## src/rtl/register_file.sv

```systemverilog
// ----------------------------------------------------------------------------
// register_file
//   Multi-ported register file with one write port, two independent
//   latency-1 read ports, a per-register "written since reset" bitmap and a
//   dump engine. The dump engine streams every register out, in index order,
//   over a valid/ready handshake.
//
//   Optional feature macro: REGFILE_BYPASS_EN. When it is defined, a write
//   on the same edge as a read or a dump load of that address forwards
//   wr_data. When it is undefined, the pre-write value is returned.
//
// Ports
//   clk, reset_n               clock, async active-low reset
//   wr_addr/wr_enable/wr_data  write port
//   rd_{a,b}_req/addr          read requests
//   rd_{a,b}_data/valid        registered read data, one-cycle valid pulse
//   written                    per-register written-since-reset bitmap
//   dump_start/dump_ready      dump kick-off and downstream accept
//   dump_valid/data/idx        dump beat (held stable until accepted)
//   dump_busy/dump_done        dump in progress / one-cycle completion pulse
// ----------------------------------------------------------------------------
module register_file #(
   parameter int unsigned DATA_WIDTH = 8,
   parameter int unsigned ADDR_WIDTH = 3
) (
   input  logic                        clk,
   input  logic                        reset_n,
   input  logic [ADDR_WIDTH-1:0]       wr_addr,
   input  logic                        wr_enable,
   input  logic [DATA_WIDTH-1:0]       wr_data,
   input  logic                        rd_a_req,
   input  logic [ADDR_WIDTH-1:0]       rd_a_addr,
   input  logic                        rd_b_req,
   input  logic [ADDR_WIDTH-1:0]       rd_b_addr,
   output logic [DATA_WIDTH-1:0]       rd_a_data,
   output logic                        rd_a_valid,
   output logic [DATA_WIDTH-1:0]       rd_b_data,
   output logic                        rd_b_valid,
   output logic [2**ADDR_WIDTH-1:0]    written,
   input  logic                        dump_start,
   input  logic                        dump_ready,
   output logic                        dump_valid,
   output logic [DATA_WIDTH-1:0]       dump_data,
   output logic [ADDR_WIDTH-1:0]       dump_idx,
   output logic                        dump_busy,
   output logic                        dump_done
);

   localparam int unsigned           DEPTH    = 2**ADDR_WIDTH;
   localparam logic [ADDR_WIDTH-1:0] LAST_IDX = ADDR_WIDTH'(DEPTH - 1);

   typedef enum logic [1:0] {
      IDLE = 2'd0,
      SEND = 2'd1,
      DONE = 2'd2
   } dump_state_e;

   logic [DATA_WIDTH-1:0] regs_q [DEPTH];
   logic [DATA_WIDTH-1:0] regs_d [DEPTH];
   logic [DEPTH-1:0]      written_q, written_d;

   logic [DATA_WIDTH-1:0] rd_a_data_q, rd_a_data_d;
   logic [DATA_WIDTH-1:0] rd_b_data_q, rd_b_data_d;
   logic                  rd_a_valid_q, rd_a_valid_d;
   logic                  rd_b_valid_q, rd_b_valid_d;

   dump_state_e           state_q, state_d;
   logic [ADDR_WIDTH-1:0] dump_idx_q, dump_idx_d;
   logic [DATA_WIDTH-1:0] dump_data_q, dump_data_d;
   logic                  dump_valid_q, dump_valid_d;
   logic                  dump_busy_q, dump_busy_d;
   logic                  dump_done_q, dump_done_d;

   // Value seen by a read or a dump load of slot a at the current edge.
   function automatic logic [DATA_WIDTH-1:0] read_slot(input logic [ADDR_WIDTH-1:0] a);
`ifdef REGFILE_BYPASS_EN
      if (wr_enable && (wr_addr == a)) begin
         return wr_data;
      end
`endif
      return regs_q[a];
   endfunction

   // Write port and written-since-reset bitmap.
   always_comb begin : write_path
      regs_d    = regs_q;
      written_d = written_q;
      if (wr_enable) begin
         regs_d[wr_addr]    = wr_data;
         written_d[wr_addr] = 1'b1;
      end
   end

   // Read ports: data holds its last value when no request is made.
   always_comb begin : read_path
      rd_a_valid_d = rd_a_req;
      rd_b_valid_d = rd_b_req;
      rd_a_data_d  = rd_a_data_q;
      rd_b_data_d  = rd_b_data_q;
      if (rd_a_req) begin
         rd_a_data_d = read_slot(rd_a_addr);
      end
      if (rd_b_req) begin
         rd_b_data_d = read_slot(rd_b_addr);
      end
   end

   // Dump engine next state. Beat data is captured at load time, so a later
   // rewrite of the slot cannot disturb a beat that is waiting for ready.
   always_comb begin : dump_fsm
      state_d      = state_q;
      dump_idx_d   = dump_idx_q;
      dump_data_d  = dump_data_q;
      dump_valid_d = 1'b0;
      dump_busy_d  = 1'b0;
      dump_done_d  = 1'b0;

      unique case (state_q)
         IDLE: begin
            if (dump_start) begin
               state_d     = SEND;
               dump_idx_d  = '0;
               dump_data_d = read_slot(ADDR_WIDTH'(0));
            end
         end
         SEND: begin
            if (dump_ready) begin
               if (dump_idx_q == LAST_IDX) begin
                  state_d = DONE;
               end else begin
                  dump_idx_d  = ADDR_WIDTH'(dump_idx_q + 1'b1);
                  dump_data_d = read_slot(ADDR_WIDTH'(dump_idx_q + 1'b1));
               end
            end
         end
         DONE:    state_d = IDLE;
         default: state_d = IDLE;
      endcase

      // Status flags are registered copies of the upcoming state.
      dump_valid_d = (state_d == SEND);
      dump_busy_d  = (state_d != IDLE);
      dump_done_d  = (state_d == DONE);
   end

   always_ff @(posedge clk or negedge reset_n) begin
      if (!reset_n) begin
         for (int unsigned i = 0; i < DEPTH; i++) begin
            regs_q[i] <= '0;
         end
         written_q    <= '0;
         rd_a_data_q  <= '0;
         rd_b_data_q  <= '0;
         rd_a_valid_q <= 1'b0;
         rd_b_valid_q <= 1'b0;
         state_q      <= IDLE;
         dump_idx_q   <= '0;
         dump_data_q  <= '0;
         dump_valid_q <= 1'b0;
         dump_busy_q  <= 1'b0;
         dump_done_q  <= 1'b0;
      end else begin
         regs_q       <= regs_d;
         written_q    <= written_d;
         rd_a_data_q  <= rd_a_data_d;
         rd_b_data_q  <= rd_b_data_d;
         rd_a_valid_q <= rd_a_valid_d;
         rd_b_valid_q <= rd_b_valid_d;
         state_q      <= state_d;
         dump_idx_q   <= dump_idx_d;
         dump_data_q  <= dump_data_d;
         dump_valid_q <= dump_valid_d;
         dump_busy_q  <= dump_busy_d;
         dump_done_q  <= dump_done_d;
      end
   end

   assign rd_a_data  = rd_a_data_q;
   assign rd_b_data  = rd_b_data_q;
   assign rd_a_valid = rd_a_valid_q;
   assign rd_b_valid = rd_b_valid_q;
   assign written    = written_q;
   assign dump_valid = dump_valid_q;
   assign dump_data  = dump_data_q;
   assign dump_idx   = dump_idx_q;
   assign dump_busy  = dump_busy_q;
   assign dump_done  = dump_done_q;

endmodule

```

## config.mk

```make
export PLATFORM = sky130hd
export DESIGN_NAME = register_file
export DESIGN_NICKNAME = d
export VERILOG_FILES = /design/src/rtl/register_file.sv
export SDC_FILE = /design/constraint.sdc
export NUM_CORES = 1
export LEC_CHECK = 0
export CAP_MARGIN = 10
export CORE_MARGIN = 2
export CORE_UTILIZATION = 54
export DETAILED_ROUTE_END_ITERATION = 7
export HOLD_SLACK_MARGIN = 0.02
export PLACE_DENSITY = 0.75
export SLEW_MARGIN = 25
export SYNTH_ARGS = -nofsm -noshare
export SYNTH_HDL_FRONTEND = slang
export SYNTH_SLANG_ARGS = --single-unit
```

## constraint.sdc

```tcl
create_clock -name clk -period 2.05 [get_ports clk]
set_input_delay 0.205 -clock clk [delete_from_list [all_inputs] [get_ports clk]]
set_output_delay 0.205 -clock clk [all_outputs]
set_load 0.005 [all_outputs]
```

Yosys cells after proc, flatten, opt, wreduce, memory -nomap -nowiden
Cells that the tools add are included.
Widths: inputs -> output; s select.

storage, ports and cells
  flip-flop bits (word level) = 106
  input port bits = 24

operators by class
  add/sub/neg operators = 1
  $lt $le $gt $ge = 7
  eq/ne operators = 7
  multiplexer cells = 26
  bitwise logic cells = 5
  reduce and logical (&&, ||, !) cells = 6

operators by type and width
  kind                 count
  $mux 8               10
  $bmux 8 s3           3
  $bwmux 64            1
  $demux 8 s3          1
  $ge 4x4->1 const B   4
  $not 3->4            4
  $pmux 8 s2           1
  $mux 3               3
  $or 8x8->8           1
  $mux 2               3
  $ne 2x2->1 const B   3
  $pmux 3 s2           1
  $eq 2x1->1 const B   2
  $lt 3x4->1 const B   1
  $lt 4x1->1 const B   1
  $pmux 2 s2           1
  $reduce_and 4->1     1
  $reduce_bool 2->1    2
  $add 3x1->3 const B  1
  $demux 1 s3          1
  $eq 3x3->1 const B   1
  $ge 3x1->1 const B   1
  $eq 2x2->1 const B   1
  $logic_and 1x1->1    2
  2 further kinds      2

Depth between registers and ports, before layout
Gate-level depths: netlist of run 1.

  word-level depth = 8
  gate-level depth with buffers = 6

Worst setup path before layout of run 1
OpenSTA, ideal clock, no wires.

  path type = reg2reg
  start = register dump_idx_q[0], in the netlist dump_idx[0]
  end = register dump_idx_q[0], in the netlist dump_idx[0]
  library setup time = 0.125 ns
  arrival = 1.708 ns
  data required time = 1.925 ns
  slack = 0.217 ns
  stages on the path, launching flop included = 7
  path buffers = 1
  period minus slack after synthesis = 1.833 ns
  cells stage by stage = dfrtp_1 > ha_1 > ha_1 > nand3b_2 > a21o_1 > buf_2 > mux2_2

between the ends
  longest elaborated chain between the ends = 4
  elaborated cells between the ends (all ways) = 7
  those cells by class = add/sub: 1; eq/ne: 2; mux: 3; reduce/logical: 1

ends and longest elaborated chain
  what                    line  RTL
  start, declared         68    logic [ADDR_WIDTH-1:0] dump_idx_q, dump_idx_d;
  start signal, assigned  170   dump_idx_q <= dump_idx_d;
  $add 3x1->3             131   dump_idx_d = ADDR_WIDTH'(dump_idx_q + 1'b1);
  $mux 3                  128   if (dump_idx_q == LAST_IDX) begin
  $mux 3                  127   if (dump_ready) begin
  $pmux 3 s2              118   unique case (state_q)

Several ways; a longest one is shown, not always the timed one. The select of a mux whose other input is x is not followed.
A chain may end at the register's enable or synchronous reset.

Worst setup path after layout of run 1
  start = register dump_idx_q[1], in the netlist dump_idx[1]
  end = register dump_data_q[7], in the netlist dump_data[7]

between the ends
  longest elaborated chain between the ends = 8
  elaborated cells between the ends (all ways) = 11
  those cells by class = add/sub: 1; eq/ne: 2; mux: 6; bitwise: 1; reduce/logical: 1

ends and longest elaborated chain
  what                                        line  RTL
  $add 3x1->3                                 132   dump_data_d = read_slot(ADDR_WIDTH'(dump_idx_q + 1'b1));
  $not 3->4 (not written as such)             81    return regs_q[a];
  $bmux 8 s3                                  81
  $mux 8 (not written as such) (2 in series)  81
  $mux 8                                      128
  $mux 8                                      127
  $pmux 8 s2                                  118
  end signal, assigned                        171   dump_data_q <= dump_data_d;
  end, declared                               69    logic [DATA_WIDTH-1:0] dump_data_q, dump_data_d;

Several ways; a longest one is shown, not always the timed one. The select of a mux whose other input is x is not followed.

==> reports/metrics.yaml, run 1 <==
synth:
  synthTopCellsByCount: "dfrtp_1, mux2_2, mux4_2"
  synth_seq_area_share: 0.4676
  syn_inst: 387
  syn_area_um2: 5673
  synthFlopType: "dfrtp_1"
  synth_top_area_share: 0.4676
  ys_ff_latch: 106
  async_flop_share: 1.000
  synth_area_per_cell_um2: 14.66
  synth.area.top_cells: "dfrtp_1, mux2_2, mux4_2"
  synth_cell_type_count: 39
  syn_nets: 413
  yosysMostFrequentCell: "dfrtp_1"
  synth-edff-count: 0
  yosysTopAreaCell: "dfrtp_1"
  ys_warn_count: 0
place:
  postPlaceCellArea_um2: 6566
  dpl_worst_slack_ns: 0.07495
  place.gp.congestion: 0.8717
  dp_hpwl_um: 9280
  numPortBuffers: 63
worst_setup_path:
  start_kind: "flop"
  crit_chain: "ha_1, ha_1, nor4bb_1, buf_4, a221oi_1, a32oi_1"
  end_kind: "flop"
  worstPathRequired_ns: 2.34
  path_class: "flop to flop"
  cpMostUsedCell: "ha_1"
  critPathSlowestCell: "dfrtp_1"
  critical_path_arrival_ns: 2.20
  critPathMaxStageDelay_ns: 0.42
  cp_max_fo: 8
hold_path:
  hp-class: "primary input to asynchronous set/reset pin"
floorplan:
  die-area_um2: 11340
  die_y_um: 106.5
  ioPinCount: 64
  num_rows: 37
  core_area_um2: 10280
  start_util: 0.5520
  dieWidth_um: 106.5
power:
  leakage_nw: 2.797
  ir_drop_v: 0.0005818
  power.density_nw_per_um2: 1130
  fin_total_pwr_mw: 7.652
cts:
  cts_max_level: 3
  clkLatencyLatePin_ns: 0.37
  clkTransAtPathRegs_ns: 0.10
  cts_tree: "yes"
  clock_sinks: 106
  ctsResizeCount: 0
  holdBufCountCts: 1
  cts_made_buffers: 9
  clk_path_buf_depth: 2
  post_cts_buffers: 0
  cts-root-buf: "clkbuf_8"
detailed_routing:
  firstDrtPassIters: 6
  avgRoutedWirePerCell_um: 23.06
  ant_nets: 0
  drt_iter0_markers: 266
  vias: 3800
  wl_um: 13840
  via_per_inst: 6.333
  drcViolationCount: 0
timing:
  slew_headroom: 0.5098
  tightestPinTransition_ns: 0.7330
  finalHoldViolations: 0
  whs_ns: 0.1553
  period_needed_ns: 1.913
  fmax_ghz: 0.5228
  setup_slack_ns: 0.1374
  period_share: 0.9330
  setup_tns_ns: 0
  clock_skew_ns: 0.009679
  rsz0062_at_grt: "no"
  setup_viol_count_final: 0
  drv_slew: 0
layout:
  finalNetCount: 488
  diodes: 0
  drive_gt1_frac: 0.3621
  syn_to_final_growth_pct: 19.34
  fin_area_um2: 6770
run:
  drv_cap: 0
global_routing:
  grt-ovfl-total: 0
  antenna_found_initial: 0
  grt_pass1_wl_um: 21990
  grt_max_degree: 65
  grt_usage: 0.2597
  grt_pass1_vias: 3899
run_status:
  status: "completed"
## state kept, by name, indices dropped and copies added (netlist names)
| name | flops |
|---|---|
| rd_a_valid | 1 |
| dump_idx | 3 |
| dump_done | 1 |
| regs_q | 64 |
| state_q | 2 |
| rd_b_data | 8 |
| rd_a_data | 8 |
| dump_data | 8 |
| dump_valid | 1 |
| written | 8 |
| rd_b_valid | 1 |
| dump_busy | 1 |
## path summary, 6_finish.rpt
path	slack, ns	end	startpoint	cells past startpoint
max in group asynchronous	1.19	regs_q[48]	reset_n	3
setup / recovery	0.14	dump_data[7]	dump_idx[1]	6
min in group clk	0.48	written[3]	written[3]	1
setup reg to reg	0.14	dump_data[7]	dump_idx[1]	6
hold / removal	0.16	rd_a_valid	reset_n	2
hold reg to reg	0.48	written[3]	written[3]	1
## final cells by class
| cell class | instances | area, µm² |
|---|---|---|
| sequential | 106 | 2653 |
| inverter | 8 | 30.03 |
| timing repair buffer | 93 | 955.9 |
| clock buffer | 9 | 123.9 |
| tap | 136 | 170.2 |
| fill | 778 | 3507 |
| multi-input combinational | 244 | 2768 |
| clock inverter | 4 | 70.07 |
## per-layer routing
metal / GRT usage / vias up / wire length (µm)
met3: 0.05150 / 25 / 829
met1: 0.3668 / 1970 / 6092
met4: 0.1048 / 0 / 287
li1: - / 1645 / -
met5: 0 / - / 0
met2: 0.3993 / 160 / 6626
## power by group
| part | leakage, nW | switching [mW] | internal [mW] |
|---|---|---|---|
| combinational | 1.46 | 1.36 | 1.86 |
| clock | 0.101 | 0.686 | 0.665 |
| sequential | 1.23 | 0.490 | 2.60 |
## cell families after synthesis
logic type	share of synthesized area
and+or+nand+nor	0.08094
AOI/OAI and AO/OA	0.04478
adders and majority gates	0.004410
muxes	0.3577
buffers and inverters	0.04455
DFF	0.4676
## placed cells by master (no fill, tap or decap), drive strengths merged, types with 4 or more instances in the layout
master,n
a32oi,8
mux4,40
nand2,17
mux2,82
nand2b,5
buf,30
mux2i,16
a21oi,16
a221oi,8
inv,8
dfrtp,106
or3b,8
clkdlybuf4s50,62
clkbuf,9
or2,4
nor2,18
## critical path: cells and delay by family (launching register included)
| family | cells | cell delay [ns] |
|---|---|---|
| adder cells (fa/ha/maj) | 2 | 0.53 |
| flip-flops | 1 | 0.42 |
| AO/OA/AOI/OAI | 2 | 0.33 |
| AND/OR/NAND/NOR | 1 | 0.31 |
| buffers and inverters | 1 | 0.23 |
## metrics by stage
stage | cells | utilization
3_5_place_dp | 586 | 0.6389
2_1_floorplan | 387 | -
5_1_grt | 600 | 0.6588
6_report | 600 | 0.6588
3_3_place_gp | 586 | 0.6389
4_1_cts | 600 | 0.6588
Power figures use the tool's default switching activity.
==> run 2, diff against run 1 <==
- HOLD_SLACK_MARGIN: 0.02 -> default
- SKIP_CTS_REPAIR_TIMING: default -> 1
==> run 2 against run 1 <==
Cell count is the same. Sequential share of layout area unchanged. Sequential power about the same. Critical path type unchanged. Critical endpoint unchanged. Highest routed layer unchanged.
==> reports/metrics.yaml, run 2 (synthesis gave the netlist of run 1 again) <==
run_status:
  status: "completed"  # unchanged
timing:
  whs_ns: 0.1550  # was 0.1553 ns
  setup_tns_ns: 0  # unchanged
  rsz0062_at_grt: "no"  # unchanged
  slew_headroom: 0.5045  # was 0.5098
  period_needed_ns: 1.915  # was 1.913 ns
  tightestPinTransition_ns: 0.7409  # was 0.7330 ns
  finalHoldViolations: 0  # unchanged
  clock_skew_ns: 0.009378  # was 0.009679 ns
  setup_viol_count_final: 0  # unchanged
  fmax_ghz: 0.5223  # was 0.5228 GHz
  drv_slew: 0  # unchanged
  period_share: 0.9339  # was 0.9330
detailed_routing:
  firstDrtPassIters: 6  # unchanged
  vias: 3798  # was 3800
  drt_iter0_markers: 266  # unchanged
  avgRoutedWirePerCell_um: 23.08  # was 23.06 µm
  via_per_inst: 6.330  # was 6.333
  wl_um: 13850  # was 13840 µm
  ant_nets: 0  # unchanged
  drcViolationCount: 0  # unchanged
global_routing:
  grt_max_degree: 65  # unchanged
  grt_pass1_wl_um: 21980  # was 21990 µm
  grt_usage: 0.2596  # was 0.2597
  antenna_found_initial: 0  # unchanged
  grt-ovfl-total: 0  # unchanged
  grt_pass1_vias: 3898  # was 3899
power:
  power.density_nw_per_um2: 1130  # about the same
  fin_total_pwr_mw: 7.653  # was 7.652 mW
  leakage_nw: 2.797  # unchanged
  ir_drop_v: 0.0005825  # was 0.0005818 V
cts:
  clkLatencyLatePin_ns: 0.37  # about the same
  cts_made_buffers: 9  # unchanged
  clkTransAtPathRegs_ns: 0.10  # about the same
  clk_path_buf_depth: 2  # unchanged
  cts-root-buf: "clkbuf_8"  # unchanged
  cts_tree: "yes"  # unchanged
  cts_max_level: 3  # unchanged
  clock_sinks: 106  # unchanged
worst_setup_path:
  worstPathRequired_ns: 2.34  # about the same
  path_class: "flop to flop"  # unchanged
  cp_max_fo: 8  # unchanged
  r2r-start: "dump_idx[1]"  # unchanged
  cp-startpoint: "dump_idx[1]"  # unchanged
  critical_path_arrival_ns: 2.20  # about the same
  start_kind: "flop"  # unchanged
  end_kind: "flop"  # unchanged
floorplan:
  start_util: 0.5520  # unchanged
  die_y_um: 106.5  # unchanged
  ioPinCount: 64  # unchanged
  dieWidth_um: 106.5  # unchanged
  num_rows: 37  # unchanged
  core_area_um2: 10280  # unchanged
  die-area_um2: 11340  # unchanged
layout:
  final_cell_mix: "dfrtp_1, mux2_2, clkdlybuf4s50_1"  # unchanged
  multi_input_area_um2: 2768  # unchanged
  syn_to_final_growth_pct: 19.34  # unchanged
  drive_gt1_frac: 0.3621  # unchanged
  finalNetCount: 488  # unchanged
  fillers: 778  # unchanged
  diodes: 0  # unchanged
  regArea_um2: 2653  # unchanged
  mostFrequentLayoutCell: "dfrtp_1"  # unchanged
  largest_reg_flops: 64  # unchanged
  fin_cells: 600  # unchanged
  top_register: "regs_q"  # unchanged
  post-route-util: 0.6588  # unchanged
hold_path:
  hp-class: "primary input to asynchronous set/reset pin"  # unchanged
place:
  place.gp.congestion: 0.8717  # unchanged
  numPortBuffers: 63  # unchanged
  dp.cells: 586  # unchanged
  dp_hpwl_um: 9280  # unchanged
run:
  drv_cap: 0  # unchanged
## run 2: cell counts in the layout (fill, tap and decap cells not counted)
Identical to the previous run, type by type.
## run 2: layer usage
metal | track usage | vias to the layer above | part of all wire
met5 | 0 | - | 0
met4 | 0.1048 | 0 | 0.021
met3 | 0.05150 | 26 | 0.058
met2 | 0.3988 | 158 | 0.48
met1 | 0.3668 | 1969 | 0.44
li1 | - | 1645 | -
## run 2: area by class of cell
type | count | area share
multi-input cells | 244 | 0.4088
clock inverters | 4 | 0.01035
inverters | 8 | 0.004435
well taps | 136 | 0.02513
repair buffers | 93 | 0.1412
clock buffers | 9 | 0.01830
flip-flops and latches | 106 | 0.3918
## run 2: metrics by stage
stage / cell area, µm² / setup WS, ns
after floorplan: 5673 / 0.2171
after global placement: 6566 / 0.1126
after detailed placement: 6566 / 0.07495
after CTS: 6760 / 0.1243
after global routing: 6770 / 0.02421
final: 6770 / 0.1354
## run 2: final timing paths
check,slack (ns),cells after the start,to
worst min register to register,0.48,1,written[3]
worst max register to register,0.14,6,dump_data[7]
worst max-delay path,0.14,6,dump_data[7]
worst min-delay path,0.15,2,rd_a_valid
max in group asynchronous,1.19,3,regs_q[48]
min in group clk,0.48,1,written[3]
## run 2: where the power goes
group          total, mW  switching, mW  internal (mW)  leakage, nW
Clock               1.35          0.685          0.665        0.101
Combinational       3.22           1.36           1.86         1.46
Sequential          3.09          0.491           2.60         1.23
Total               7.65           2.54           5.12         2.80
## run 2: worst max-delay path, cell delays in order (launching register included)
cell	delay, ns
dfrtp_1	0.42
ha_1	0.20
ha_1	0.33
nor4bb_1	0.31
buf_4	0.24
a221oi_1	0.10
a32oi_1	0.23
